$ cat src/rtl/enc_1_act.sv
// enc_1_act: activation stage behind the 6-output encoder dense layer.
// Captures a packed N-element signed fixed-point vector, applies the activation
// one element per clock, and presents the activated vector with valid/ready.
// Build option: define HARD_SIGMOID_EN to select hard sigmoid instead of ReLU.
module enc_1_act #(
   parameter int BITSIZE = 16,
   parameter int FRAC    = 8,
   parameter int N       = 6
) (
   input  logic                 clk,
   input  logic                 reset,
   input  logic                 in_valid,
   output logic                 in_ready,
   input  logic [BITSIZE*N-1:0] x,
   output logic                 out_valid,
   input  logic                 out_ready,
   output logic [BITSIZE*N-1:0] y,
   output logic                 busy
);

   // Two guard bits keep the shifted/offset value exact before clamping.
   localparam int WIDE_W = BITSIZE + 2;
   localparam int IDX_W  = (N > 1) ? $clog2(N) : 1;
   localparam logic [IDX_W-1:0] LAST_IDX = IDX_W'(N - 1);

`ifdef HARD_SIGMOID_EN
   // 1.0 and 0.5 in the element's fixed-point format.
   localparam logic signed [WIDE_W-1:0] C_ONE  = WIDE_W'(1 << FRAC);
   localparam logic signed [WIDE_W-1:0] C_HALF = WIDE_W'(1 << (FRAC - 1));
`else
   // Largest positive element value; ReLU never exceeds it but the clamp is explicit.
   localparam logic signed [WIDE_W-1:0] C_MAX_POS = WIDE_W'((1 << (BITSIZE - 1)) - 1);
`endif

   typedef enum logic [1:0] {
      ST_IDLE,
      ST_RUN,
      ST_DONE
   } state_t;

   state_t r_state;
   state_t w_state_nxt;

   // Captured input vector, and the output vector built up element by element.
   logic signed [BITSIZE-1:0] r_buf [N];
   logic signed [BITSIZE-1:0] r_y   [N];
   logic [IDX_W-1:0]          r_idx;

   logic                      w_accept;
   logic                      w_last;
   logic signed [BITSIZE-1:0] w_elem;
   logic signed [WIDE_W-1:0]  w_wide;
   logic signed [WIDE_W-1:0]  w_pre;
   logic signed [WIDE_W-1:0]  w_clamped;
   logic signed [BITSIZE-1:0] w_act;

   // A vector is taken only while idle; in_valid in RUN/DONE is simply ignored.
   assign w_accept = (r_state == ST_IDLE) && in_valid;
   assign w_last   = (r_idx == LAST_IDX);

   // State register.
   always_ff @(posedge clk or posedge reset) begin
      // NOTE: clocked state uses non-blocking assignments so every register
      // samples pre-edge values; blocking here would create order-dependent races.
      if (reset) begin
         r_state <= ST_IDLE;
      end else begin
         r_state <= w_state_nxt;
      end
   end

   // Next-state decode and handshake outputs.
   always_comb begin
      // NOTE: every output of this block gets a default first so no path leaves
      // a signal unassigned, which would otherwise infer a latch.
      w_state_nxt = r_state;
      in_ready    = 1'b0;
      out_valid   = 1'b0;
      busy        = 1'b0;
      case (r_state)
         ST_IDLE: begin
            in_ready = 1'b1;
            if (in_valid) begin
               w_state_nxt = ST_RUN;
            end
         end
         ST_RUN: begin
            busy = 1'b1;
            if (w_last) begin
               w_state_nxt = ST_DONE;
            end
         end
         ST_DONE: begin
            busy      = 1'b1;
            out_valid = 1'b1;
            if (out_ready) begin
               w_state_nxt = ST_IDLE;
            end
         end
         default: begin
            w_state_nxt = ST_IDLE;
         end
      endcase
   end

   // Element-wise activation of the current element, computed on the widened value.
   always_comb begin
      w_elem = r_buf[r_idx];
      w_wide = {{2{w_elem[BITSIZE-1]}}, w_elem};
`ifdef HARD_SIGMOID_EN
      // Arithmetic shift keeps the sign; clamp to [0, 1.0].
      w_pre = (w_wide >>> 2) + C_HALF;
      if (w_pre[WIDE_W-1]) begin
         w_clamped = '0;
      end else if (w_pre > C_ONE) begin
         w_clamped = C_ONE;
      end else begin
         w_clamped = w_pre;
      end
`else
      // ReLU: negatives go to zero, positives pass through.
      w_pre = w_wide;
      if (w_pre[WIDE_W-1]) begin
         w_clamped = '0;
      end else if (w_pre > C_MAX_POS) begin
         w_clamped = C_MAX_POS;
      end else begin
         w_clamped = w_pre;
      end
`endif
      w_act = w_clamped[BITSIZE-1:0];
   end

   // Capture on accept, then write one activated element per RUN cycle.
   always_ff @(posedge clk or posedge reset) begin
      if (reset) begin
         r_idx <= '0;
         // NOTE: the buffers are small register arrays that must read as zero
         // after reset, so they are cleared here rather than left uninitialised.
         for (int k = 0; k < N; k++) begin
            r_buf[k] <= '0;
            r_y[k]   <= '0;
         end
      end else begin
         if (w_accept) begin
            r_idx <= '0;
            for (int k = 0; k < N; k++) begin
               r_buf[k] <= x[BITSIZE*k +: BITSIZE];
            end
         end else if (r_state == ST_RUN) begin
            r_y[r_idx] <= w_act;
            r_idx      <= w_last ? '0 : r_idx + IDX_W'(1);
         end
      end
   end

   // Repack the output elements in the same order as x.
   for (genvar g = 0; g < N; g++) begin : g_pack_y
      assign y[BITSIZE*g +: BITSIZE] = r_y[g];
   end

endmodule

$ cat config.mk
export PLATFORM = sky130hd
export DESIGN_NAME = enc_1_act
export DESIGN_NICKNAME = d
export VERILOG_FILES = /design/src/rtl/enc_1_act.sv
export SDC_FILE = /design/constraint.sdc
export NUM_CORES = 1
export LEC_CHECK = 0
export CAP_MARGIN = 20
export CORE_MARGIN = 4
export CORE_UTILIZATION = 40
export DETAILED_ROUTE_END_ITERATION = 16
export DONT_BUFFER_PORTS = 1
export PLACE_DENSITY = 0.61
export SYNTH_ARGS = -nofsm -noshare
export SYNTH_HDL_FRONTEND = slang
export SYNTH_SLANG_ARGS = --single-unit
$ cat constraint.sdc
create_clock -name clk -period 7.2 [get_ports clk]
set_clock_uncertainty 0.05 [all_clocks]
set_input_delay 1.8 -clock clk [delete_from_list [all_inputs] [get_ports clk]]
set_output_delay 1.8 -clock clk [all_outputs]
set_load 0.02 [all_outputs]
==> flow_metrics.env, run 1 <==
export IMPL_synth_seq_cells=191
export IMPL_worst_pin_slew_ps=961.4
export IMPL_core_area_um2=18770
export IMPL_gr_total_overflow=0
export IMPL_syn_to_final_growth_pct=10.62
export IMPL_fin_crit_ps=3208
export IMPL_p_leak_uw=0.003676
export IMPL_drv_cap=0
export IMPL_multi_input_area_um2=2666
export IMPL_ir_drop_mv=0.1991
export IMPL_die_area_um2=21400
export IMPL_cp_max_fo=66
export IMPL_nFillCells=1716
export IMPL_grt_pass1_vias=4426
export IMPL_setup_viol=0
export IMPL_insertion_delay_ps=420
export IMPL_syn_cell_area_um2=7649
export IMPL_synth_top_area_share_pct=62.49
export IMPL_ctsResizeCount=0
export IMPL_wire_per_inst_um=17.78
export IMPL_route_detailed_drc=0
export IMPL_drive_gt1_share_pct=21.90
export IMPL_required_ps=7450
export IMPL_avgSynthCellArea_um2=12.12
export IMPL_slew_violations=0
export IMPL_regArea_um2=4780
export IMPL_use_met1_pct=18.09
export IMPL_port_buffers=0
export IMPL_initial_core_util_pct=40.75
export IMPL_htree_levels=4
export IMPL_cpPeakStageDelay_ps=760
export IMPL_drtIter0Drc=173
export IMPL_fp_row_count=50
export IMPL_gr_usage_met2_pct=22.18
export IMPL_vias_per_cell=5.003
export IMPL_hold_viol=0
export IMPL_path_cells="and2_4 -> buf_4 -> mux2_2"
export IMPL_num_nets_final=722
export IMPL_grt_max_degree=114
export IMPL_drt_wl_total_um=15400
export IMPL_final_cell_mix="dfrtp_1 (191), mux2_2 (98), nand2_1 (92)"
export IMPL_worst_hold_path_type="flip-flop to flip-flop"
export IMPL_rsz0062_at_grt="no"
export IMPL_dp_hpwl_um=10940
export IMPL_cts_buffers=17
export IMPL_synth_top_area_cell="dfrtp_1"
export IMPL_cp_end_kind="flip-flop"
export IMPL_status="completed"
export IMPL_layout_cells_most_common="dfrtp_1"
export IMPL_synth_area_leaders="dfrtp_1 (62%), mux2_2 (14%), nand2b_1 (7.4%)"
export IMPL_fin_tns_setup_ps=0
export IMPL_yosysWarningCount=0
export IMPL_critPathTopFamily="buffers and inverters"
export IMPL_grt_use_total_pct=14.60
export IMPL_cts_root_buf="clkbuf_16"
export IMPL_busiest_layer="met2"
export IMPL_syn_inst=631
export IMPL_antenna_found_initial=6
export IMPL_path_clk_slew_ps=70
export IMPL_dieWidth_um=146.3
export IMPL_start_kind="primary input"
export IMPL_boundaryPins=199
export IMPL_num_vias=4333
export IMPL_arrival_ps=3450
export IMPL_post_cts_setup_buffer_count=0
export IMPL_clock_path_buffers=2
export IMPL_hold_slack_ps=459.5
export IMPL_yosysSeqAreaShare_pct=62.49
export IMPL_hold_buffers=0
export IMPL_dr_pass1_iters=6
export IMPL_cp_num_buf_inv=1
export IMPL_grt_use_met3_pct=7.666
export IMPL_cts_sinks=191
export IMPL_relSlewSlack_pct=35.91
export IMPL_cpMaxStageDelayCell="buf_4"
export IMPL_ys_types=23
export IMPL_period_share_pct=44.55
export IMPL_power_density_nw_per_um2=462.9
export IMPL_dieHeight_um=146.3
export IMPL_path_class="primary input to flip-flop"
export IMPL_cts_tree="built"
export IMPL_grt_pass1_wl_um=24930
export IMPL_timing_fmax_ghz=0.3118
export IMPL_place_congestion=0.7608
export IMPL_ant_nets=0
synthesized netlist by cell type (all sizes together):
cell	number
clkbuf	15
mux2i	1
nand2	92
nor2	3
nand2b	90
ha	4
xnor2	1
buf	29
nand4b	3
dfrtp	191
a21oi	1
a222oi	1
o21ai	90
conb	1
nand4bb	3
inv	5
and2	1
or4b	1
nand3b	1
mux2	98
metrics by stage:
stage	total power, µW	util [%]	std cells	instance area (µm²)	setup slack [ps]
after floorplan	2765	-	636	7667	151.2
final	3917	45.08	866	8461	3992
after CTS	3969	44.73	860	8396	4001
after global routing	4194	45.08	866	8461	3920
after detailed placement	3000	41.51	829	7791	3539
after global placement	2925	41.45	828	7780	3607
state kept, by name (all words and copies together), names as in the netlist:
signal	flops
r_buf	96
y	90
r_idx	3
r_state	2
worst paths after layout:
path                       startpoint   endpoint  slack, ps  depth (start not counted)
min                          r_buf[7]   r_buf[7]        460                          1
min reg2reg                  r_buf[7]   r_buf[7]        460                          1
min in group asynchronous       reset       y[2]       1300                          1
max                          in_valid  r_buf[90]       3990                          3
max reg2reg                r_state[0]  r_buf[90]       4410                          5
max in group asynchronous       reset  r_buf[30]       4320                          2
final cells by class:
cell class	count	share of cell area [%]
multi-input cells	396	31.51
inverters	5	0.3106
clock buffers	19	5.353
repair buffers	7	1.020
diodes	2	0.05915
clock inverters	12	1.789
flip-flops and latches	191	56.49
well taps	234	3.461
cells by family (layout without fill, tap and decap cells):
logic type	after synthesis	after routing	synth area share, %
mux	99	99	14.56
simple gates	194	194	13.12
compound gates	92	92	6.085
xor+xnor	1	1	0.1145
buf+inv	49	43	2.928
flops	191	191	62.49
fa+ha+maj	4	4	0.6544
other cells	1	8	0.04903
per-layer routing:
metal  vias up  part of all wire (%)  wire length [µm]
li1       2052                     -                 -
met2       139                    46              7031
met4         8                   1.7               256
met5         -                  0.23                36
met3        23                    10              1555
met1      2111                    42              6515
report_power, final:
part           leakage [µW]  internal, µW  total (µW)  switching (µW)
Clock              0.000288           540         955             415
Sequential          0.00239          1520        2050             532
Combinational      0.000994           517         911             394
Note: power is estimated with default switching activity, not from simulation.
==> run 2, diff against run 1 <==
Clock period 7.2 ns to 2.85 ns, I/O delays scaled along.
==> run 2 against run 1 <==
- first-iteration DRC count down 26%
- critical path depth increased by 2
- sequential power rose to 2.5 times the previous value
- critical endpoint is now y[4]
- die area did not move
- clock-buffer cell count unchanged
- core utilization rose by 0.23 points
- total power grew to 2.5 times the previous value
- setup slack worse by 3400 ps
- largest cell class unchanged
- cell area grew 0.50%
- register-to-register slack got worse by 3800 ps
==> flow_metrics.env, run 2 (synthesized netlist as in run 1, its figures left out) <==
export IMPL_status="completed"
export IMPL_syn_to_final_growth_pct=11.17
export IMPL_power_density_nw_per_um2=1167
export IMPL_antenna_found_initial=6
export IMPL_final_cell_mix="dfrtp_1 (191), mux2_2 (98), nand2_1 (92)"
export IMPL_post_cts_setup_buffer_count=0
export IMPL_pwr_share_clk_pct=24.4
export IMPL_wl_met3_um=1550
export IMPL_final_area_um2=8503
export IMPL_hold_buffers=0
export IMPL_route_detailed_drc=0
export IMPL_gr_total_overflow=0
export IMPL_port_buffers=0
export IMPL_wire_per_inst_um=17.71
export IMPL_arrival_ps=2470
export IMPL_internal_power_uw=6525
export IMPL_slew_violations=0
export IMPL_dr_pass1_iters=4
export IMPL_cts_buffers=17
export IMPL_cts_tree="built"
export IMPL_drive_gt1_share_pct=22.52
export IMPL_cts_sinks=191
export IMPL_final_core_util_pct=45.31
export IMPL_cts_root_buf="clkbuf_16"
export IMPL_required_ps=3070
export IMPL_setup_viol=0
export IMPL_critPathLaunch="r_state[1]"
export IMPL_grt_max_degree=70
export IMPL_dp_hpwl_um=11160
export IMPL_cp_max_fo=30
export IMPL_dieWidth_um=146.3
export IMPL_cpPeakStageDelay_ps=900
export IMPL_fin_tns_setup_ps=0
export IMPL_crit_reg2reg_launch="r_state[1]"
export IMPL_cpMaxStageDelayCell="or4b_1"
export IMPL_hold_viol=0
export IMPL_fp_row_count=50
export IMPL_routed_top_layer="met5"
export IMPL_p_seq_share_pct=52.2
export IMPL_p_sw_share_pct=34.24
export IMPL_detailedPlace_worstSlack_ps=610.1
export IMPL_drv_cap=0
export IMPL_path_cells="inv_1 -> ha_1 -> or4b_1 -> nand2_1 -> o21ai_1"
export IMPL_path_class="flip-flop to flip-flop"
export IMPL_setup_ws_ps=597.7
export IMPL_timing_fmax_ghz=0.4440
export IMPL_htree_levels=4
export IMPL_top_register="r_buf"
export IMPL_grt_pass1_wl_um=24980
export IMPL_dieHeight_um=146.3
export IMPL_met2WireLength_um=7076
export IMPL_worst_hold_path_type="primary input to async pin"
export IMPL_p_total_uw=9923
export IMPL_core_area_um2=18770
export IMPL_reg2reg_setup_slack_ps=600
export IMPL_met1_length_um=6400
export IMPL_layout_cells_most_common="dfrtp_1"
export IMPL_rsz0062_at_grt="no"
export IMPL_reg2regPathDepth=5
export IMPL_worst_pin_slew_ps=925.8
export IMPL_post_dp_cell_area_um2=7894
export IMPL_p_comb_share_pct=23.3
export IMPL_largest_reg_flops=96
export IMPL_clock_path_buffers=2
export IMPL_cp_end_kind="flip-flop"
export IMPL_ir_drop_mv=0.3984
export IMPL_drtIter0Drc=128
export IMPL_die_area_um2=21400
export IMPL_grt_pass1_vias=4442
export IMPL_fin_crit_ps=2252
export IMPL_period_share_pct=79.03
export IMPL_p_leak_uw=0.003692
export IMPL_num_vias=4338
export IMPL_relSlewSlack_pct=38.28
export IMPL_insertion_delay_ps=420
export IMPL_place_congestion=0.7758
export IMPL_start_kind="flip-flop"
export IMPL_cp_endpoint="y[4]"
export IMPL_initial_core_util_pct=40.75
export IMPL_path_clk_slew_ps=70
export IMPL_num_nets_final=726
export IMPL_boundaryPins=199
export IMPL_vias_per_cell=4.986
export IMPL_nFillCells=1723
export IMPL_timing_rr_end="y[4]"
export IMPL_ctsResizeCount=0
export IMPL_ant_nets=0
export IMPL_grt_use_total_pct=14.69
export IMPL_drt_wl_total_um=15410
export IMPL_power_switching_uw=3398
[run 2: cell count changes in the layout (fill, tap and decap cells not counted), moves of 2 or more]
cell / delta
inv_8: -2
buf_12: +4
buf_4: +5
buf_8: -4
[run 2: final cells by class]
cell class | instances | area, µm² | share of cell area [%]
Tap cell | 234 | 292.8 | 3.443
Multi-Input combinational cell | 396 | 2666 | 31.36
Sequential cell | 191 | 4780 | 56.21
Clock inverter | 13 | 153.9 | 1.810
Antenna cell | 1 | 2.502 | 0.02943
Inverter | 5 | 22.52 | 0.2649
Clock buffer | 19 | 452.9 | 5.327
Timing Repair Buffer | 11 | 132.6 | 1.560
[run 2: routing by layer]
metal / up-vias / GRT usage, %
met4: 10 / 5.644
met1: 2085 / 17.92
met5: - / 0
li1: 2072 / -
met2: 143 / 22.46
met3: 28 / 7.294
[run 2: how the worst min path moves through the flow]
stage,start,to,slack [ps],depth (start not counted)
finish,reset,y[75],110,1
global route,reset,y[77],100,1
CTS,reset,y[77],90,1
detailed placement,r_buf[80],r_buf[80],450,1
global placement,r_buf[27],r_buf[27],440,1
floorplan,r_buf[0],r_buf[0],430,1
[run 2: power groups by stage]
| stage | Clock [µW] | Combinational (µW) | Sequential, µW |
|---|---|---|---|
| after detailed placement | 0 | 2370 | 5260 |
| after CTS | 2510 | 2370 | 5200 |
| after global placement | 0 | 2270 | 5200 |
| after floorplan | 0 | 2140 | 4840 |
| after global routing | 2640 | 2640 | 5360 |
| final | 2420 | 2320 | 5180 |
[run 2: worst max-delay path, delay by kind of cell, from the launching register on]
| kind | cells | cell delay (ps) |
|---|---|---|
| compound gates | 1 | 80 |
| simple gates | 2 | 1120 |
| buf+inv | 1 | 110 |
| flops | 1 | 400 |
| fa+ha+maj | 1 | 330 |
[run 2: stage by stage]
stage               hold slack, ps  cells
detailed placement           447.0    837
floorplan                    431.8    636
global route                 104.5    870
CTS                          91.18    869
global placement             440.8    837
finish                       107.5    870
